## src/rtl/uart_rx.sv

```systemverilog
// Oversampling UART receiver: 8 data bits LSB first, optional parity, one stop bit.
// Each bit is the majority of three mid-bit samples; good bytes are strobed out on Data_Valid.
module uart_rx (
  input  logic       CLK,
  input  logic       RST,
  input  logic       RX_IN,
  input  logic [5:0] Prescale,
  input  logic       PAR_EN,
  input  logic       PAR_TYP,
  output logic [7:0] P_DATA,
  output logic       Data_Valid,
  output logic       Parity_Error,
  output logic       Stop_Error
);

  localparam int unsigned DW = 8;
  localparam int unsigned PW = 6;
  localparam int unsigned TW = 5;
  localparam int unsigned BW = 3;

  typedef enum logic [2:0] {IDLE, START, DATA, PARITY, STOP} state_t;

  state_t        state, state_nxt;
  logic          sync1, rx_s;
  logic [TW-1:0] tick, tick_nxt;
  logic [TW-1:0] p_last, p_last_nxt, p_last_in;
  logic [TW-1:0] half;
  logic [BW-1:0] bit_cnt, bit_cnt_nxt;
  logic [2:0]    smp, smp_nxt;
  logic [DW-1:0] shift_reg, shift_nxt, p_data_nxt;
  logic          par_en_q, par_en_nxt, par_typ_q, par_typ_nxt;
  logic          par_err, par_err_nxt;
  logic          dv_nxt, pe_nxt, se_nxt;
  logic          maj, smp_tick, eval_tick, last_tick;

  // Two-flop synchronizer; idles high so reset never looks like a start bit
  always_ff @(posedge CLK) begin
    if (!RST) begin
      sync1 <= 1'b1;
      rx_s  <= 1'b1;
    end else begin
      sync1 <= RX_IN;
      rx_s  <= sync1;
    end
  end

  // Anything other than 16 or 32 falls back to x8 oversampling
  always_comb begin
    p_last_in = TW'(7);
    if (Prescale == PW'(16))      p_last_in = TW'(15);
    else if (Prescale == PW'(32)) p_last_in = TW'(31);
  end

  assign half      = (p_last >> 1) + TW'(1);
  assign smp_tick  = (tick == half - TW'(1)) || (tick == half) || (tick == half + TW'(1));
  assign eval_tick = (tick == half + TW'(2));
  assign last_tick = (tick == p_last);
  assign maj       = (smp[0] & smp[1]) | (smp[0] & smp[2]) | (smp[1] & smp[2]);

  always_ff @(posedge CLK) begin
    if (!RST) begin
      state        <= IDLE;
      tick         <= '0;
      p_last       <= TW'(7);
      bit_cnt      <= '0;
      smp          <= '0;
      shift_reg    <= '0;
      par_en_q     <= 1'b0;
      par_typ_q    <= 1'b0;
      par_err      <= 1'b0;
      P_DATA       <= '0;
      Data_Valid   <= 1'b0;
      Parity_Error <= 1'b0;
      Stop_Error   <= 1'b0;
    end else begin
      state        <= state_nxt;
      tick         <= tick_nxt;
      p_last       <= p_last_nxt;
      bit_cnt      <= bit_cnt_nxt;
      smp          <= smp_nxt;
      shift_reg    <= shift_nxt;
      par_en_q     <= par_en_nxt;
      par_typ_q    <= par_typ_nxt;
      par_err      <= par_err_nxt;
      P_DATA       <= p_data_nxt;
      Data_Valid   <= dv_nxt;
      Parity_Error <= pe_nxt;
      Stop_Error   <= se_nxt;
    end
  end

  always_comb begin
    state_nxt   = state;
    tick_nxt    = last_tick ? '0 : tick + TW'(1);
    p_last_nxt  = p_last;
    bit_cnt_nxt = bit_cnt;
    smp_nxt     = smp_tick ? {smp[1:0], rx_s} : smp;
    shift_nxt   = shift_reg;
    par_en_nxt  = par_en_q;
    par_typ_nxt = par_typ_q;
    par_err_nxt = par_err;
    p_data_nxt  = P_DATA;
    dv_nxt      = 1'b0;
    pe_nxt      = 1'b0;
    se_nxt      = 1'b0;

    case (state)
      IDLE: begin
        tick_nxt    = '0;
        bit_cnt_nxt = '0;
        // The cycle that sees the low line is tick 0 of the start bit
        if (!rx_s) begin
          state_nxt   = START;
          tick_nxt    = TW'(1);
          p_last_nxt  = p_last_in;
          par_en_nxt  = PAR_EN;
          par_typ_nxt = PAR_TYP;
          par_err_nxt = 1'b0;
        end
      end
      START: begin
        if (eval_tick && maj) begin
          state_nxt = IDLE;
          tick_nxt  = '0;
        end else if (last_tick) begin
          state_nxt = DATA;
        end
      end
      DATA: begin
        if (eval_tick) shift_nxt[bit_cnt] = maj;
        if (last_tick) begin
          bit_cnt_nxt = bit_cnt + BW'(1);
          if (bit_cnt == BW'(DW - 1)) state_nxt = par_en_q ? PARITY : STOP;
        end
      end
      PARITY: begin
        if (eval_tick) par_err_nxt = ((^shift_reg) ^ maj) != par_typ_q;
        if (last_tick) state_nxt = STOP;
      end
      STOP: begin
        // Leave mid-stop-bit so the next start edge has half a bit of margin
        if (eval_tick) begin
          state_nxt = IDLE;
          tick_nxt  = '0;
          if (!maj) begin
            se_nxt = 1'b1;
          end else if (par_err) begin
            pe_nxt = 1'b1;
          end else begin
            dv_nxt     = 1'b1;
            p_data_nxt = shift_reg;
          end
        end
      end
      default: state_nxt = IDLE;
    endcase
  end

endmodule

```

## config.mk

```make
export PLATFORM = sky130hd
export DESIGN_NAME = uart_rx
export DESIGN_NICKNAME = d
export VERILOG_FILES = /design/src/rtl/uart_rx.sv
export SDC_FILE = /design/constraint.sdc
export NUM_CORES = 1
export LEC_CHECK = 0
export ABC_CLOCK_PERIOD_IN_PS = 2840
export CORE_AREA = 3 3 80 82
export DETAILED_ROUTE_END_ITERATION = 8
export DIE_AREA = 0 0 83 85
export PLACE_DENSITY = 0.54
export REMOVE_ABC_BUFFERS = 1
export SYNTH_ARGS = -nofsm -noshare
export SYNTH_HDL_FRONTEND = slang
export SYNTH_SLANG_ARGS = --single-unit
```

## constraint.sdc

```tcl
create_clock -name CLK -period 2.84 [get_ports CLK]
set_input_delay 0.568 -clock CLK [delete_from_list [all_inputs] [get_ports CLK]]
set_output_delay 0.568 -clock CLK [all_outputs]
set_load 0.005 [all_outputs]
```

==> flow_summary.toml <==
[worst_setup_path]
critPathLaunchType = "flip-flop"
critPathMaxStageDelay_ns = 0.60
path_cells = "ha_1, xnor2_1, nand4_1, or4_1, nor3b_2, mux2i_1"
startpoint = "p_last[3]$_SDFFE_PN0P_"
r2r_end = "shift_reg[4]$_SDFFE_PN0P_"
required_ns = 3.06
critPathCaptureType = "flip-flop"
r2r_cells = 6
cp_max_fo = 7
crit_type = "reg -> reg"
r2r_slack_ns = 0.37
worstReg2RegStart = "p_last[3]$_SDFFE_PN0P_"
cp_slowest_cell = "or4_1"
arrival_ns = 2.69

[placement]
portBuffers = 21
routabilityCongestion = 0.791
place_hpwl_um = 2860

[timing]
hold_viol_final = 0
slew_headroom = 0.502
fmax_mhz = 405
setup_tns_ns = 0
min_period_ns = 2.47
fin_skew_ns = 0.0125
finalSetupViolCount = 0
period_share = 0.870
rsz0062_at_grt = "no"
worst_pin_slew_ns = 0.741
drv_slew = 0

[clock_network]
post_cts_resized = 0
cts_made_buffers = 5
post_cts_buffers = 0
clkSlewWorstSetupHoldPaths_ns = 0.08
numClockSinks = 40
cts_root_buf = "clkbuf_8"
cts_tree = "yes"
clock_path_buffers = 2
ctsHtreeMaxLevel = 2
clock_latency_ns = 0.30
ctsHoldBuffers = 0

[synth]
synth_flop_cell = "dfxtp_1"
async_flop_share = 0
ys_seq_elements = 40
ys_types = 46
synthesis.area_sq_um = 2000
syn_area_per_cell_sq_um = 9.06
seq_area_frac_synth = 0.400
synth-edff-count = 0
yosysWarnings = 0
synthCells = 221

[pwr]
ir_worst_vdd_mv = 0.269
p_leak_uw = 0.000862
powerDensity_nw_per_um2 = 462
seq_power_share = 0.516
p_comb_frac = 0.051
p_int_uw = 860
clkPwrFrac = 0.432
sw_frac_of_total = 0.223
switching_power_uw = 246

[final_layout]
final_cell_mix = "40 x dfxtp_1, 33 x nand2_1, 21 x clkdlybuf4s50_1"
final_common_cell = "dfxtp_1"
fin_util = 0.411
syn_to_final_growth_pct = 19.4
diodes = 0
nets = 259
drive_gt1_frac = 0.0539

[worst_hold_path]
hold-path-endpoint = "rx_s$_SDFF_PN1_"
min_path_cells = 1
holdCritStartpoint = "sync1$_SDFF_PN1_"
hp-class = "reg -> reg"

[route]
routed-via-count = 1503
via_per_inst = 4.76
final_antenna_net_count = 0
drt_iter0_markers = 129
dr.pass1.iters = 4
wl_per_cell_um = 12.1
drcViolationCount = 0
routed_wl_um = 3820

[global_route]
use_met2 = 0.174
busiest_layer = "met2"
antenna_found_initial = 0
overflow = 0
gr-usage-met1 = 0.169
grt_pass1_wl_um = 6920
grt_start_max_net_pins = 28
grt_pass1_vias = 1441
met3_usage = 0.0340
grt_util_all_layers = 0.121

[floorplanning]
die_x_um = 83
dieHeight_um = 85
ioPinCount = 22
num_rows = 28
core-area_sq_um = 5820
die_area_sq_um = 7060
initial_utilization = 0.344

[run]
drv_cap = 0

[outcome]
outcome = "finished clean"
routing by layer:
metal  wire (um)  vias to the layer above
met4          74                        0
met1        1950                      663
li1            -                      800
met3         185                        4
met2        1610                       36
met5           0                        -
worst max-delay path by stage:
stage / end / cells after the start / slack, ns
floorplan: shift_reg[0]$_SDFFE_PN0P_ / 6 / 0.67
global placement: shift_reg[4]$_SDFFE_PN0P_ / 6 / 0.43
detailed placement: shift_reg[4]$_SDFFE_PN0P_ / 6 / 0.37
CTS: shift_reg[4]$_SDFFE_PN0P_ / 6 / 0.35
global route: shift_reg[2]$_SDFFE_PN0P_ / 6 / 0.07
finish: shift_reg[4]$_SDFFE_PN0P_ / 6 / 0.37
area by class of cell:
| type | count | area, sq um |
|---|---|---|
| Clock buffer | 5 | 68.8 |
| Clock inverter | 3 | 46.3 |
| Fill cell | 587 | 3420 |
| Inverter | 5 | 18.8 |
| Multi-Input combinational cell | 165 | 1140 |
| Sequential cell | 40 | 801 |
| Tap cell | 75 | 93.8 |
| Timing Repair Buffer | 23 | 225 |
synth_stat cells (all sizes together), types with 2 or more instances:
cell | instances | area share
nor4 | 2 | 0.0062
ha | 8 | 0.050
o22ai | 2 | 0.0062
dfxtp | 40 | 0.40
a21boi | 6 | 0.022
nand2 | 33 | 0.062
and4 | 3 | 0.013
nor3 | 5 | 0.012
nand4 | 2 | 0.0062
inv | 5 | 0.0094
or3 | 4 | 0.012
o21ai | 5 | 0.012
nor2 | 10 | 0.019
nor3b | 3 | 0.016
buf | 4 | 0.0094
mux2i | 18 | 0.090
clkbuf | 7 | 0.013
nor2b | 10 | 0.031
nand3b | 2 | 0.0075
nand3 | 8 | 0.020
a21oi | 4 | 0.010
xnor2 | 7 | 0.031
xor2 | 10 | 0.044
and2 | 2 | 0.0062
nand2b | 3 | 0.0094
stage by stage:
stage | std cells | setup slack, ns | hold WS (ns) | area (sq um) | total power [uW]
6_report | 316 | 0.370 | 0.413 | 2390 | 1110
5_1_grt | 316 | 0.0667 | 0.437 | 2390 | 1150
4_1_cts | 316 | 0.347 | 0.416 | 2390 | 1120
3_5_place_dp | 308 | 0.374 | 0.396 | 2280 | 642
3_3_place_gp | 308 | 0.434 | 0.391 | 2280 | 642
2_1_floorplan | 210 | 0.666 | 0.386 | 1960 | 611
critical path: cells and delay by family, from the launching register on:
family                     cells  cell delay, ns
and+or+nand+nor                3            1.11
DFF                            1            0.46
xor gates and xnor gates       1            0.35
adders and majority gates      1            0.29
muxes                          1            0.20
power by group through the flow:
stage | registers (uW) | clock network [uW] | logic, uW
after floorplan | 583 | 0 | 28.2
after global placement | 584 | 0 | 57.7
after detailed placement | 584 | 0 | 57.3
after CTS | 571 | 495 | 57.6
after global routing | 573 | 518 | 64.3
final | 571 | 478 | 56.9
kinds of logic (layout without fill, tap and decap cells):
family          count (synthesis)  in the layout  synth area share
simple gates                   91             91             0.236
xor+xnor                       18             18            0.0856
mux                            19             19            0.0956
flops                          40             40             0.400
fa+ha+maj                       9              9            0.0550
compound gates                 28             28            0.0962
buf+inv                        16             36            0.0319
(Power assumes the default switching activity.)
